<file path="config.mk">
export PLATFORM = sky130hd
export DESIGN_NAME = conv_window_feeder
export DESIGN_NICKNAME = d
export VERILOG_FILES = /design/src/rtl/conv_pkg.sv /design/src/rtl/conv_line_buffer.sv /design/src/rtl/conv_window_feeder.sv
export SDC_FILE = /design/constraint.sdc
export NUM_CORES = 1
export LEC_CHECK = 0
export CAP_MARGIN = 5
export CORE_MARGIN = 1
export CORE_UTILIZATION = 30
export DETAILED_ROUTE_END_ITERATION = 8
export PLACE_DENSITY = 0.44
export SLEW_MARGIN = 20
export SYNTH_ARGS = -nofsm -noshare
export SYNTH_HDL_FRONTEND = slang
export SYNTH_HIERARCHICAL = 1
export SYNTH_SLANG_ARGS = --single-unit
</file>
<file path="constraint.sdc">
create_clock -name i_clk -period 12.2 [get_ports i_clk]
set_input_delay 1.83 -clock i_clk [delete_from_list [all_inputs] [get_ports i_clk]]
set_output_delay 1.83 -clock i_clk [all_outputs]
set_load 0.1 [all_outputs]
</file>
<file path="src/rtl/conv_pkg.sv">
// Shared definitions for the 3x3 convolution front-end.
//   BitLenDef / MLenDef / ConvLenDef : default element, window and result widths
//   feeder_state_e                   : window feeder FSM encoding
//   slot_add                         : modulo-3 arithmetic on line-buffer slot indices
package conv_pkg;

    localparam int unsigned BitLenDef  = 8;
    localparam int unsigned MLenDef    = 3;
    localparam int unsigned ConvLenDef = 20;

    typedef enum logic [2:0] {
        StIdle,
        StLoadK,
        StFill,
        StEmit,
        StWait,
        StOut
    } feeder_state_e;

    // (slot + n) mod 3, with slot in 0..2 and n in 0..3.
    function automatic logic [1:0] slot_add(input logic [1:0] slot, input logic [1:0] n);
        logic [2:0] s;
        s = {1'b0, slot} + {1'b0, n};
        if (s >= 3'd3) begin
            s = s - 3'd3;
        end
        return s[1:0];
    endfunction

endpackage

</file>
<file path="src/rtl/conv_line_buffer.sv">
// Circular store of M_LEN image rows, each IMG_W pixels of BIT_LEN bits.
//   i_clk      : rising-edge clock
//   i_wr_en    : write strobe
//   i_wr_slot  : row slot written (0..M_LEN-1)
//   i_wr_col   : column written
//   i_wr_data  : pixel written
//   i_rd_slot  : row slot read
//   i_rd_col   : leftmost column of the read window
//   o_rd_data  : M_LEN adjacent pixels, column i_rd_col+k in bits [(k+1)*BIT_LEN-1 -: BIT_LEN]
// Read is combinational; storage has no reset because the feeder's counters
// define which entries hold valid data.
module conv_line_buffer #(
    parameter int unsigned BIT_LEN = 8,
    parameter int unsigned M_LEN   = 3,
    parameter int unsigned IMG_W   = 8,
    localparam int unsigned ColW   = $clog2(IMG_W),
    localparam int unsigned SlotW  = $clog2(M_LEN)
) (
    input  logic                       i_clk,
    input  logic                       i_wr_en,
    input  logic [SlotW-1:0]           i_wr_slot,
    input  logic [ColW-1:0]            i_wr_col,
    input  logic [BIT_LEN-1:0]         i_wr_data,
    input  logic [SlotW-1:0]           i_rd_slot,
    input  logic [ColW-1:0]            i_rd_col,
    output logic [BIT_LEN*M_LEN-1:0]   o_rd_data
);

    logic [BIT_LEN-1:0] mem_q [M_LEN][IMG_W];

    always_ff @(posedge i_clk) begin
        if (i_wr_en) begin
            mem_q[i_wr_slot][i_wr_col] <= i_wr_data;
        end
    end

    always_comb begin
        o_rd_data = '0;
        for (int k = 0; k < int'(M_LEN); k++) begin
            // Columns past the row end read as zero; the feeder never asks for them.
            if (int'(i_rd_col) + k < int'(IMG_W)) begin
                o_rd_data[k*BIT_LEN +: BIT_LEN] = mem_q[i_rd_slot][ColW'(int'(i_rd_col) + k)];
            end
        end
    end

endmodule

</file>
<file path="src/rtl/conv_window_feeder.sv">
// Front-end sequencer for the 3x3 convolution engine.
// Loads three kernel rows, buffers the raster pixel stream in a 3-row circular
// line buffer, shifts each valid 3x3 window into the engine row by row, captures
// the engine result and presents it on a valid/ready stream in raster order.
//   i_clk / i_reset_n            : clock, synchronous active-low reset
//   i_start                      : start a frame (only honoured when idle)
//   i_k_valid/i_k_data/o_k_ready : kernel rows, top first, col0 in LSBs
//   i_px_valid/i_px_data/o_px_ready : pixels in raster order
//   o_selec_K/o_data_kernel      : engine kernel row shift port (registered)
//   o_selec_I/o_data_img         : engine image row shift port (registered)
//   i_conv_data                  : engine result
//   o_res_valid/o_res_data/o_res_last/i_res_ready : result stream
//   o_busy                       : high whenever a frame is in progress
module conv_window_feeder
    import conv_pkg::*;
#(
    parameter int unsigned BIT_LEN  = BitLenDef,
    parameter int unsigned M_LEN    = MLenDef,
    parameter int unsigned CONV_LEN = ConvLenDef,
    parameter int unsigned IMG_W    = 8,
    parameter int unsigned IMG_H    = 8
) (
    input  logic                      i_clk,
    input  logic                      i_reset_n,
    input  logic                      i_start,
    input  logic                      i_k_valid,
    input  logic [BIT_LEN*M_LEN-1:0]  i_k_data,
    output logic                      o_k_ready,
    input  logic                      i_px_valid,
    input  logic [BIT_LEN-1:0]        i_px_data,
    output logic                      o_px_ready,
    output logic                      o_selec_K,
    output logic [BIT_LEN*M_LEN-1:0]  o_data_kernel,
    output logic                      o_selec_I,
    output logic [BIT_LEN*M_LEN-1:0]  o_data_img,
    input  logic [CONV_LEN-1:0]       i_conv_data,
    output logic                      o_res_valid,
    output logic [CONV_LEN-1:0]       o_res_data,
    output logic                      o_res_last,
    input  logic                      i_res_ready,
    output logic                      o_busy
);

    localparam int unsigned ColW    = $clog2(IMG_W);
    localparam int unsigned RowW    = $clog2(IMG_H);
    localparam int unsigned SlotW   = $clog2(M_LEN);
    localparam int unsigned RowBits = BIT_LEN * M_LEN;

    localparam logic [ColW-1:0] LastCol     = ColW'(IMG_W - 1);
    localparam logic [ColW-1:0] LastWinCol  = ColW'(IMG_W - M_LEN);
    localparam logic [RowW-1:0] LastRow     = RowW'(IMG_H - 1);
    localparam logic [RowW-1:0] FirstWinRow = RowW'(M_LEN - 1);

    feeder_state_e state_q, state_d;

    logic [1:0]          k_cnt_q, k_cnt_d;
    logic [ColW-1:0]     wr_col_q, wr_col_d;
    // Row currently being filled; during EMIT/WAIT/OUT it is the window's bottom row.
    logic [RowW-1:0]     row_q, row_d;
    // Line-buffer slot holding row_q.
    logic [SlotW-1:0]    slot_q, slot_d;
    logic [ColW-1:0]     win_col_q, win_col_d;
    logic [1:0]          emit_idx_q, emit_idx_d;
    logic                wait_q, wait_d;

    logic                selec_k_q, selec_k_d;
    logic [RowBits-1:0]  data_kernel_q, data_kernel_d;
    logic                selec_i_q, selec_i_d;
    logic [RowBits-1:0]  data_img_q, data_img_d;
    logic                res_valid_q, res_valid_d;
    logic [CONV_LEN-1:0] res_data_q, res_data_d;
    logic                res_last_q, res_last_d;

    logic                k_fire;
    logic                px_fire;
    logic                res_fire;
    logic                lb_we;
    logic [SlotW-1:0]    rd_slot;
    logic [RowBits-1:0]  lb_rd_data;

    assign k_fire   = i_k_valid & (state_q == StLoadK);
    assign px_fire  = i_px_valid & (state_q == StFill);
    assign res_fire = res_valid_q & i_res_ready;

    conv_line_buffer #(
        .BIT_LEN (BIT_LEN),
        .M_LEN   (M_LEN),
        .IMG_W   (IMG_W)
    ) u_line_buffer (
        .i_clk     (i_clk),
        .i_wr_en   (lb_we),
        .i_wr_slot (slot_q),
        .i_wr_col  (wr_col_q),
        .i_wr_data (i_px_data),
        .i_rd_slot (rd_slot),
        .i_rd_col  (win_col_d),
        .o_rd_data (lb_rd_data)
    );

    always_comb begin
        state_d       = state_q;
        k_cnt_d       = k_cnt_q;
        wr_col_d      = wr_col_q;
        row_d         = row_q;
        slot_d        = slot_q;
        win_col_d     = win_col_q;
        emit_idx_d    = emit_idx_q;
        wait_d        = wait_q;
        selec_k_d     = 1'b0;
        data_kernel_d = data_kernel_q;
        res_valid_d   = res_valid_q;
        res_data_d    = res_data_q;
        res_last_d    = res_last_q;
        lb_we         = 1'b0;

        unique case (state_q)
            StIdle: begin
                if (i_start) begin
                    state_d   = StLoadK;
                    k_cnt_d   = 2'd0;
                    wr_col_d  = '0;
                    row_d     = '0;
                    slot_d    = '0;
                    win_col_d = '0;
                end
            end
            StLoadK: begin
                if (k_fire) begin
                    selec_k_d     = 1'b1;
                    data_kernel_d = i_k_data;
                    if (k_cnt_q == 2'd2) begin
                        state_d = StFill;
                    end else begin
                        k_cnt_d = k_cnt_q + 2'd1;
                    end
                end
            end
            StFill: begin
                if (px_fire) begin
                    lb_we = 1'b1;
                    if (wr_col_q == LastCol) begin
                        wr_col_d = '0;
                        if (row_q >= FirstWinRow) begin
                            state_d    = StEmit;
                            win_col_d  = '0;
                            emit_idx_d = 2'd0;
                        end else begin
                            row_d  = row_q + 1'b1;
                            slot_d = slot_add(slot_q, 2'd1);
                        end
                    end else begin
                        wr_col_d = wr_col_q + 1'b1;
                    end
                end
            end
            StEmit: begin
                if (emit_idx_q == 2'd2) begin
                    state_d = StWait;
                    wait_d  = 1'b0;
                end else begin
                    emit_idx_d = emit_idx_q + 2'd1;
                end
            end
            StWait: begin
                // Engine needs one cycle for its product register and one for the
                // combinational sum before the result is safe to sample.
                if (wait_q) begin
                    state_d     = StOut;
                    res_valid_d = 1'b1;
                    res_data_d  = i_conv_data;
                    res_last_d  = (row_q == LastRow) && (win_col_q == LastWinCol);
                end else begin
                    wait_d = 1'b1;
                end
            end
            StOut: begin
                if (res_fire) begin
                    res_valid_d = 1'b0;
                    res_last_d  = 1'b0;
                    if (win_col_q == LastWinCol) begin
                        if (row_q == LastRow) begin
                            state_d = StIdle;
                        end else begin
                            state_d = StFill;
                            row_d   = row_q + 1'b1;
                            slot_d  = slot_add(slot_q, 2'd1);
                        end
                    end else begin
                        state_d    = StEmit;
                        win_col_d  = win_col_q + 1'b1;
                        emit_idx_d = 2'd0;
                    end
                end
            end
            default: begin
                state_d = StIdle;
            end
        endcase

        // Image strobe/data are computed from next-state so the registered outputs
        // line up exactly with the EMIT cycles. Emit index 0 is the top row
        // (two rows above row_q), index 2 the bottom row.
        selec_i_d  = (state_d == StEmit);
        rd_slot    = slot_add(slot_q, emit_idx_d + 2'd1);
        data_img_d = selec_i_d ? lb_rd_data : data_img_q;
    end

    always_ff @(posedge i_clk) begin
        if (!i_reset_n) begin
            state_q       <= StIdle;
            k_cnt_q       <= 2'd0;
            wr_col_q      <= '0;
            row_q         <= '0;
            slot_q        <= '0;
            win_col_q     <= '0;
            emit_idx_q    <= 2'd0;
            wait_q        <= 1'b0;
            selec_k_q     <= 1'b0;
            data_kernel_q <= '0;
            selec_i_q     <= 1'b0;
            data_img_q    <= '0;
            res_valid_q   <= 1'b0;
            res_data_q    <= '0;
            res_last_q    <= 1'b0;
        end else begin
            state_q       <= state_d;
            k_cnt_q       <= k_cnt_d;
            wr_col_q      <= wr_col_d;
            row_q         <= row_d;
            slot_q        <= slot_d;
            win_col_q     <= win_col_d;
            emit_idx_q    <= emit_idx_d;
            wait_q        <= wait_d;
            selec_k_q     <= selec_k_d;
            data_kernel_q <= data_kernel_d;
            selec_i_q     <= selec_i_d;
            data_img_q    <= data_img_d;
            res_valid_q   <= res_valid_d;
            res_data_q    <= res_data_d;
            res_last_q    <= res_last_d;
        end
    end

    assign o_k_ready     = (state_q == StLoadK);
    assign o_px_ready    = (state_q == StFill);
    assign o_busy        = (state_q != StIdle);
    assign o_selec_K     = selec_k_q;
    assign o_data_kernel = data_kernel_q;
    assign o_selec_I     = selec_i_q;
    assign o_data_img    = data_img_q;
    assign o_res_valid   = res_valid_q;
    assign o_res_data    = res_data_q;
    assign o_res_last    = res_last_q;

endmodule

</file>
# ---- Yosys cells after proc, flatten, opt, wreduce, memory -nomap -nowiden
# Memories as Yosys holds them, arrays and structs flattened.
# Index checks and enable logic that the tools add are counted.
dict set report word_totals {
  output_inout_bits 75
  in_bits 58
  reg_bits 91
  memories 1
  ramBits 192
}
dict set report classes {
  eq_ne 22
  reduce_logical 17
  n_lt_le_gt_ge 11
  addsub 12
  bitwise 7
  muxes 76
}
# memory words word_bits rd rd_ports_with_merged_regs wr line_no
set mem_list {}
lappend mem_list {u_line_buffer.mem_q 3 64 1 0 1 conv_line_buffer.sv:29} ;# logic [BIT_LEN-1:0] mem_q [M_LEN][IMG_W];
# operator n
set op_table {}
lappend op_table {{2-to-1 mux 8 bit} 10}
lappend op_table {{2-to-1 mux 3 bit} 25}
lappend op_table {{binary-select mux 8 bit (select 3 bit)} 3}
lappend op_table {{less-than comparator 32 x 5 -> 1 bit, second input constant} 2}
lappend op_table {{2-to-1 mux 64 bit} 1}
lappend op_table {{2-to-1 mux 2 bit} 18}
lappend op_table {{demux 8 bit (select 3 bit)} 1}
lappend op_table {{one-hot mux 3 bit (3 select lines)} 2}
lappend op_table {{one-hot mux 3 bit (6 select lines)} 1}
lappend op_table {{!= test 2 bit, second input constant} 8}
lappend op_table {{== test 3 bit, second input constant} 5}
lappend op_table {{greater-or-equal comparator 3 x 4 -> 1 bit, second input constant} 3}
lappend op_table {{one-hot mux 2 bit (3 select lines)} 2}
lappend op_table {{adder 3 x 1 -> 3 bit, second input constant} 3}
lappend op_table {{== test 3 x 2 -> 1 bit, second input constant} 3}
lappend op_table {{greater-or-equal comparator 3 x 2 -> 1 bit, second input constant} 3}
lappend op_table {{inverter 3 bit} 3}
lappend op_table {{2-to-1 mux 1 bit} 8}
lappend op_table {{AND reduction 2 bit} 4}
lappend op_table {{AND reduction 8 bit} 1}
lappend op_table {{nonzero test 2 bit} 4}
lappend op_table {{adder 2 x 1 -> 2 bit, second input constant} 3}
lappend op_table {{!= test 2 x 1 -> 1 bit, second input constant} 3}
lappend op_table {{one-hot mux 1 bit (2 select lines)} 3}
lappend op_table {{19 further kinds} 26}

# ---- Depth between registers and ports, before layout
# An unclocked memory read counts as a cell.
dict set report logic_depth {
  depth_word 14
  ltp_mapped 20
}

# ---- Cells and area by module
# Netlist, hierarchy kept.
# mod instances cells_each area_per_inst_um2
set modules_own_cells {}
lappend modules_own_cells {conv_line_buffer 1 571 9165.0}
lappend modules_own_cells {conv_window_feeder 1 489 4048.9}

# ---- Worst setup path after synthesis
# OpenSTA, ideal clock, no wires.
dict set report synth_path {
  path_kind {input to register}
  startpoint {in i_res_ready}
  endpoint {reg data_img_q[1] (netlist: o_data_img[1])}
  setup_slack_ns 6.774
  t_required_ns 12.070
  path_buffers 3
  arrival_ns 5.296
  setup_time_ns 0.130
  cell_stages 18
  path_cell_list {and2_1 -> clkbuf_1 -> a31oi_1 -> o211ai_1 -> and2_1 -> ha_1 -> fa_1 -> ha_1 -> nor2_1 -> o21ai_0 -> buf_6 -> buf_6 -> mux2_4 -> mux4_2 -> a22oi_1 -> o31ai_1 -> nand2_1 -> mux2i_1}
}
dict set report synth_between {
  elab_chain_len 12
  word_cells_on_any_way 20
  cone_classes {3 x add/sub; 2 x order compare; 1 x eq/ne; 11 x mux; 2 x bitwise; 1 x memory}
}
# element line_no
set synth_lines {}
lappend synth_lines {{from (decl)} conv_window_feeder.sv:40} ;# input logic i_res_ready,
lappend synth_lines {{AND 1 bit *} conv_window_feeder.sv:83} ;# assign res_fire = res_valid_q & i_res_ready;
lappend synth_lines {{2-to-1 mux 2 bit *} conv_window_feeder.sv:177} ;# if (res_fire) begin
lappend synth_lines {{one-hot mux 2 bit (3 select lines) *} conv_window_feeder.sv:116} ;# unique case (state_q)
lappend synth_lines {{adder 2 x 1 -> 2 bit *} conv_window_feeder.sv:204} ;# rd_slot = slot_add(slot_q, emit_idx_d + 2'd1);
lappend synth_lines {{adder 2 x 2 -> 3 bit *} conv_pkg.sv:23} ;# s = {1'b0, slot} + {1'b0, n};
lappend synth_lines {{greater-or-equal comparator 3 x 2 -> 1 bit / subtractor 2 bit (equally long branches)} {conv_pkg.sv:24, conv_pkg.sv:25}}
lappend synth_lines {{2-to-1 mux 2 bit *} conv_pkg.sv:24} ;# if (s >= 3'd3) begin
lappend synth_lines {{named net rd_slot[0]} conv_window_feeder.sv:78} ;# logic [SlotW-1:0] rd_slot;
lappend synth_lines {{memory (3 x 64 bit) *} -}
lappend synth_lines {{binary-select mux 8 bit (select 3 bit) *} conv_line_buffer.sv:42} ;# o_rd_data[k*BIT_LEN +: BIT_LEN] = mem_q[i_rd_slot][ColW'(int'(i_rd_col) + k)];
lappend synth_lines {{2-to-1 mux 8 bit (implied by the code) * (2 in a row)} conv_line_buffer.sv:42}
lappend synth_lines {{2-to-1 mux 8 bit *} conv_line_buffer.sv:41} ;# if (int'(i_rd_col) + k < int'(IMG_W)) begin
lappend synth_lines {{named net lb_rd_data[1]} conv_window_feeder.sv:79} ;# logic [RowBits-1:0] lb_rd_data;
lappend synth_lines {{to (signal assigned)} conv_window_feeder.sv:237} ;# data_img_q <= data_img_d;
lappend synth_lines {{to (decl)} conv_window_feeder.sv:69} ;# logic [RowBits-1:0] data_img_q, data_img_d;
# Mark *: on every way through the listed nets, which the timed path passes. The rest lies on a longest branch. The select of a mux whose other input is x is not followed.
# A chain may end at the register's enable or synchronous reset.

# ---- Worst setup path after layout
dict set report layout_path {
  startpoint {in i_px_valid}
  endpoint {reg data_img_q[9] (netlist: o_data_img[9])}
}
dict set report layout_between {
  elab_chain_len 12
  word_cells_on_any_way 21
  cone_classes {4 x add/sub; 2 x order compare; 1 x eq/ne; 11 x mux; 2 x bitwise; 1 x memory}
}
# element line_no
set layout_lines {}
lappend layout_lines {{from (decl)} conv_window_feeder.sv:29} ;# input logic i_px_valid,
lappend layout_lines {{AND 1 bit *} conv_window_feeder.sv:82} ;# assign px_fire = i_px_valid & (state_q == StFill);
lappend layout_lines {{2-to-1 mux 2 bit *} conv_window_feeder.sv:139} ;# if (px_fire) begin
lappend layout_lines {{one-hot mux 2 bit (3 select lines) *} conv_window_feeder.sv:116}
lappend layout_lines {{adder 2 x 1 -> 2 bit *} conv_window_feeder.sv:204}
lappend layout_lines {{adder 2 x 2 -> 3 bit *} conv_pkg.sv:23}
lappend layout_lines {{greater-or-equal comparator 3 x 2 -> 1 bit / subtractor 2 bit (equally long branches)} {conv_pkg.sv:24, conv_pkg.sv:25}}
lappend layout_lines {{2-to-1 mux 2 bit *} conv_pkg.sv:24}
lappend layout_lines {{named net rd_slot[0]} conv_window_feeder.sv:78}
lappend layout_lines {{memory (3 x 64 bit) *} -}
lappend layout_lines {{binary-select mux 8 bit (select 3 bit) *} conv_line_buffer.sv:42}
lappend layout_lines {{2-to-1 mux 8 bit (implied by the code) * (2 in a row)} conv_line_buffer.sv:42}
lappend layout_lines {{2-to-1 mux 8 bit *} conv_line_buffer.sv:41}
lappend layout_lines {{named net lb_rd_data[9]} conv_window_feeder.sv:79}
# Marked as above.

==> flow_summary.yaml <==
drt:
  avgRoutedWirePerCell_um: 22.39
  first_pass_iters: 5
  wirelength_mm: 40.00
  detail-route-antenna-nets: 0
  via_per_inst: 5.100
  drt_iter0_drc: 783
  vias: 9109
  drc: 0
floorplan:
  die_width_um: 211.9
  num_rows: 76
  ios: 133
  start_util_pct: 30.54
  die-height_um: 211.9
  die-area_um2: 44890
  core_um2: 43270
timing:
  period_share_pct: 55.21
  finalSetupTns_ps: 0
  worst_pin_slew_ps: 1068
  fin_crit_ps: 6735
  clock.fmax_mhz: 148.5
  skew_ps: 23.97
  slew_viol_final: 0
  rsz0062_at_grt: "no"
  max-slew-margin-rel_pct: 28.56
  setup_violations: 0
  final_hold_viol_count: 0
logic_synthesis:
  asyncSetResetFlopFracSynth_pct: 0
  yosys.area_share.xor_xnor_pct: 0.2557
  synth-main-ff-cell: "edfxtp_1"
  synth_top_area_share_pct: 43.63
  syn_nets: 1133
  syn_area_um2: 13210
  synth_top_family_by_area: "multiplexers"
  synth_edf_count: 192
  netlist_instances: 1060
  yosysMostFrequentCell: "edfxtp_1"
  synth_compound_area_share_pct: 9.488
  yosysSeqAreaShare_pct: 57.42
  synth.avg_cell_area_um2: 12.47
  synth_warnings: 6
  synth_seq_cells: 283
  synthMuxAreaShare_pct: 17.22
  synthTopCellsByCount: "edfxtp_1, nand2_1, dfxtp_1"
  synth.area.top_cells: "edfxtp_1, dfxtp_1, mux4_2"
  synth-adder-area-share_pct: 1.477
  synth-simple-area-share_pct: 10.78
  synth_cell_type_count: 64
  synth_top_area_cell: "edfxtp_1"
final_layout:
  multi_input_area_um2: 5207
  final_cells: 1786
  final-seq-area_um2: 7587
  nets: 1249
  n_antenna_cell: 0
  nFillCells: 4239
  post-route-cell-area_um2: 16190
  drive_above_1_share_pct: 13.57
  final_util_pct: 37.43
  area_growth_pct: 22.54
setup_path:
  cp-start-kind: "input port"
  ff2ff_setup_slack_ps: 6440
  critPathCaptureType: "flip-flop"
  crit_fanout: 44
  crit_required_ps: 12670
  cp.arrival_ps: 7210
  reg2reg_depth: 18
  crit_type: "in -> reg"
placed_design:
  place_hpwl_mm: 27.50
  gp_congestion: 0.8613
  placed_cells: 1724
  placed_cell_area_um2: 15030
  numPortBuffers: 132
cts:
  clockRootBuffer: "clkbuf_16"
  cts_tree: "done"
  post_cts_buffers: 0
  ctsResizeCount: 0
  cts_buffer_depth: 3
  clk-insertion-delay-late_ps: 540
  clk_pin_slew_ps: 60
  clkSinkCount: 283
  numCtsBuffers: 35
  h-tree-depth: 2
  cts-hold-fix-buffers: 0
power:
  totalPowerFinal_mw: 2.377
  power.density_nw_per_um2: 146.8
  p_leak_nw: 5.306
  vdd_ir_drop_max_mv: 0.08838
global_routing:
  grt_overflow: 0
  grt_pass1_vias: 9333
  grt_max_degree: 67
  grt_pass1_wl_mm: 59.42
  antenna_found_initial: 1
  grt_usage_pct: 18.04
run_status:
  status: "complete, no violations"
hold_path:
  hold_class: "reg -> reg"
  min_path_cells: 2
run:
  max-cap-violations: 0
cells in the final DEF, fill, tap and decap left out, types with 5 or more instances in the layout:
cell	Yosys	routed
nor3_1	12	12
clkbuf_1	34	9
nand4_1	7	7
and2_1	8	8
mux4_2	46	46
buf_4	10	16
clkbuf_16	0	38
mux2_1	32	32
a2111oi_0	5	5
o22ai_1	21	21
nor2_1	58	58
mux2i_1	56	56
o21a_1	7	7
edfxtp_1	192	192
dfxtp_1	91	91
a21oi_1	71	71
inv_1	13	11
o211ai_1	11	11
a31oi_1	8	8
a22oi_1	11	11
nor4_1	12	11
o31ai_1	12	12
o21ai_0	20	19
ha_1	14	14
a21boi_0	11	11
nand2b_1	14	14
nand3_1	6	6
clkdlybuf4s50_1	0	129
mux2_2	23	23
nand2_1	177	176
nor2b_1	8	8
flip-flops by register name (all words and copies together), names as in the netlist:
register,count
wr_col_q,3
o_data_kernel,24
o_res_data,20
o_res_valid,1
k_cnt_q,2
o_selec_I,1
u_line_buffer/mem_q,192
emit_idx_q,2
win_col_q,3
o_data_img,24
slot_q,2
row_q,3
state_q,3
o_selec_K,1
o_res_last,1
wait_q,1
final cells by class:
class                   count  area share [%]
clock buffers              51           6.421
repair buffers            148           8.809
flip-flops and latches    283           46.86
inverters                  15          0.4250
multi-input cells         693           32.16
clock inverters            11          0.8113
well taps                 585           4.520
power breakdown:
group / internal [mW] / switching, mW / leakage, nW
logic: 0.105 / 0.176 / 2.28
clock network: 0.654 / 0.410 / 0.569
registers: 1.03 / 0.00392 / 2.46
total: 1.79 / 0.590 / 5.31
critical path: stages:
cell and delay (ps):
clkdlybuf4s50_1 530, o311a_2 240, o21ai_0 300, o211ai_1 170
and2_1 190, ha_1 190, fa_1 520, ha_1 200
nor2_1 90, o21ai_4 620, buf_4 680, mux2_2 380
mux4_2 260, o22ai_1 70, a2111oi_0 610, nand2_1 110
mux2i_1 140
metrics by stage:
stage	setup slack, ps	hold slack [ps]
after global routing	5030	468.1
after global placement	5003	441.5
after floorplan	6774	435.6
after detailed placement	4899	447.1
final	5465	452.2
after CTS	5470	455.4
path summary, 6_finish.rpt:
check	from	end
worst max-delay path	i_px_valid	o_data_img[9]$_SDFFE_PN0P_
worst min-delay path	o_res_data[12]$_SDFFE_PN0P_	o_res_data[12]$_SDFFE_PN0P_
worst max register to register	wr_col_q[0]$_SDFFE_PN0P_	o_data_img[9]$_SDFFE_PN0P_
worst min register to register	o_res_data[12]$_SDFFE_PN0P_	o_res_data[12]$_SDFFE_PN0P_
routing by layer:
layer / vias up / GRT usage [%] / share of wire [%]
met1: 4569 / 24.30 / 45
met2: 259 / 28.40 / 46
met3: 67 / 3.471 / 5.3
met4: 0 / 7.321 / 3.3
li1: 4214 / - / -
met5: - / 0 / 0
kinds of logic (layout without fill, tap and decap cells):
kind of cell	after synthesis	in the layout
buffers and inverters	84	225
multiplexers	161	161
flip-flops	283	283
XOR/XNOR	3	3
AND/OR/NAND/NOR	319	319
AO/OA/AOI/OAI	195	195
adder cells (fa/ha/maj)	15	15
No activity file was read; power rests on OpenSTA's default activity.
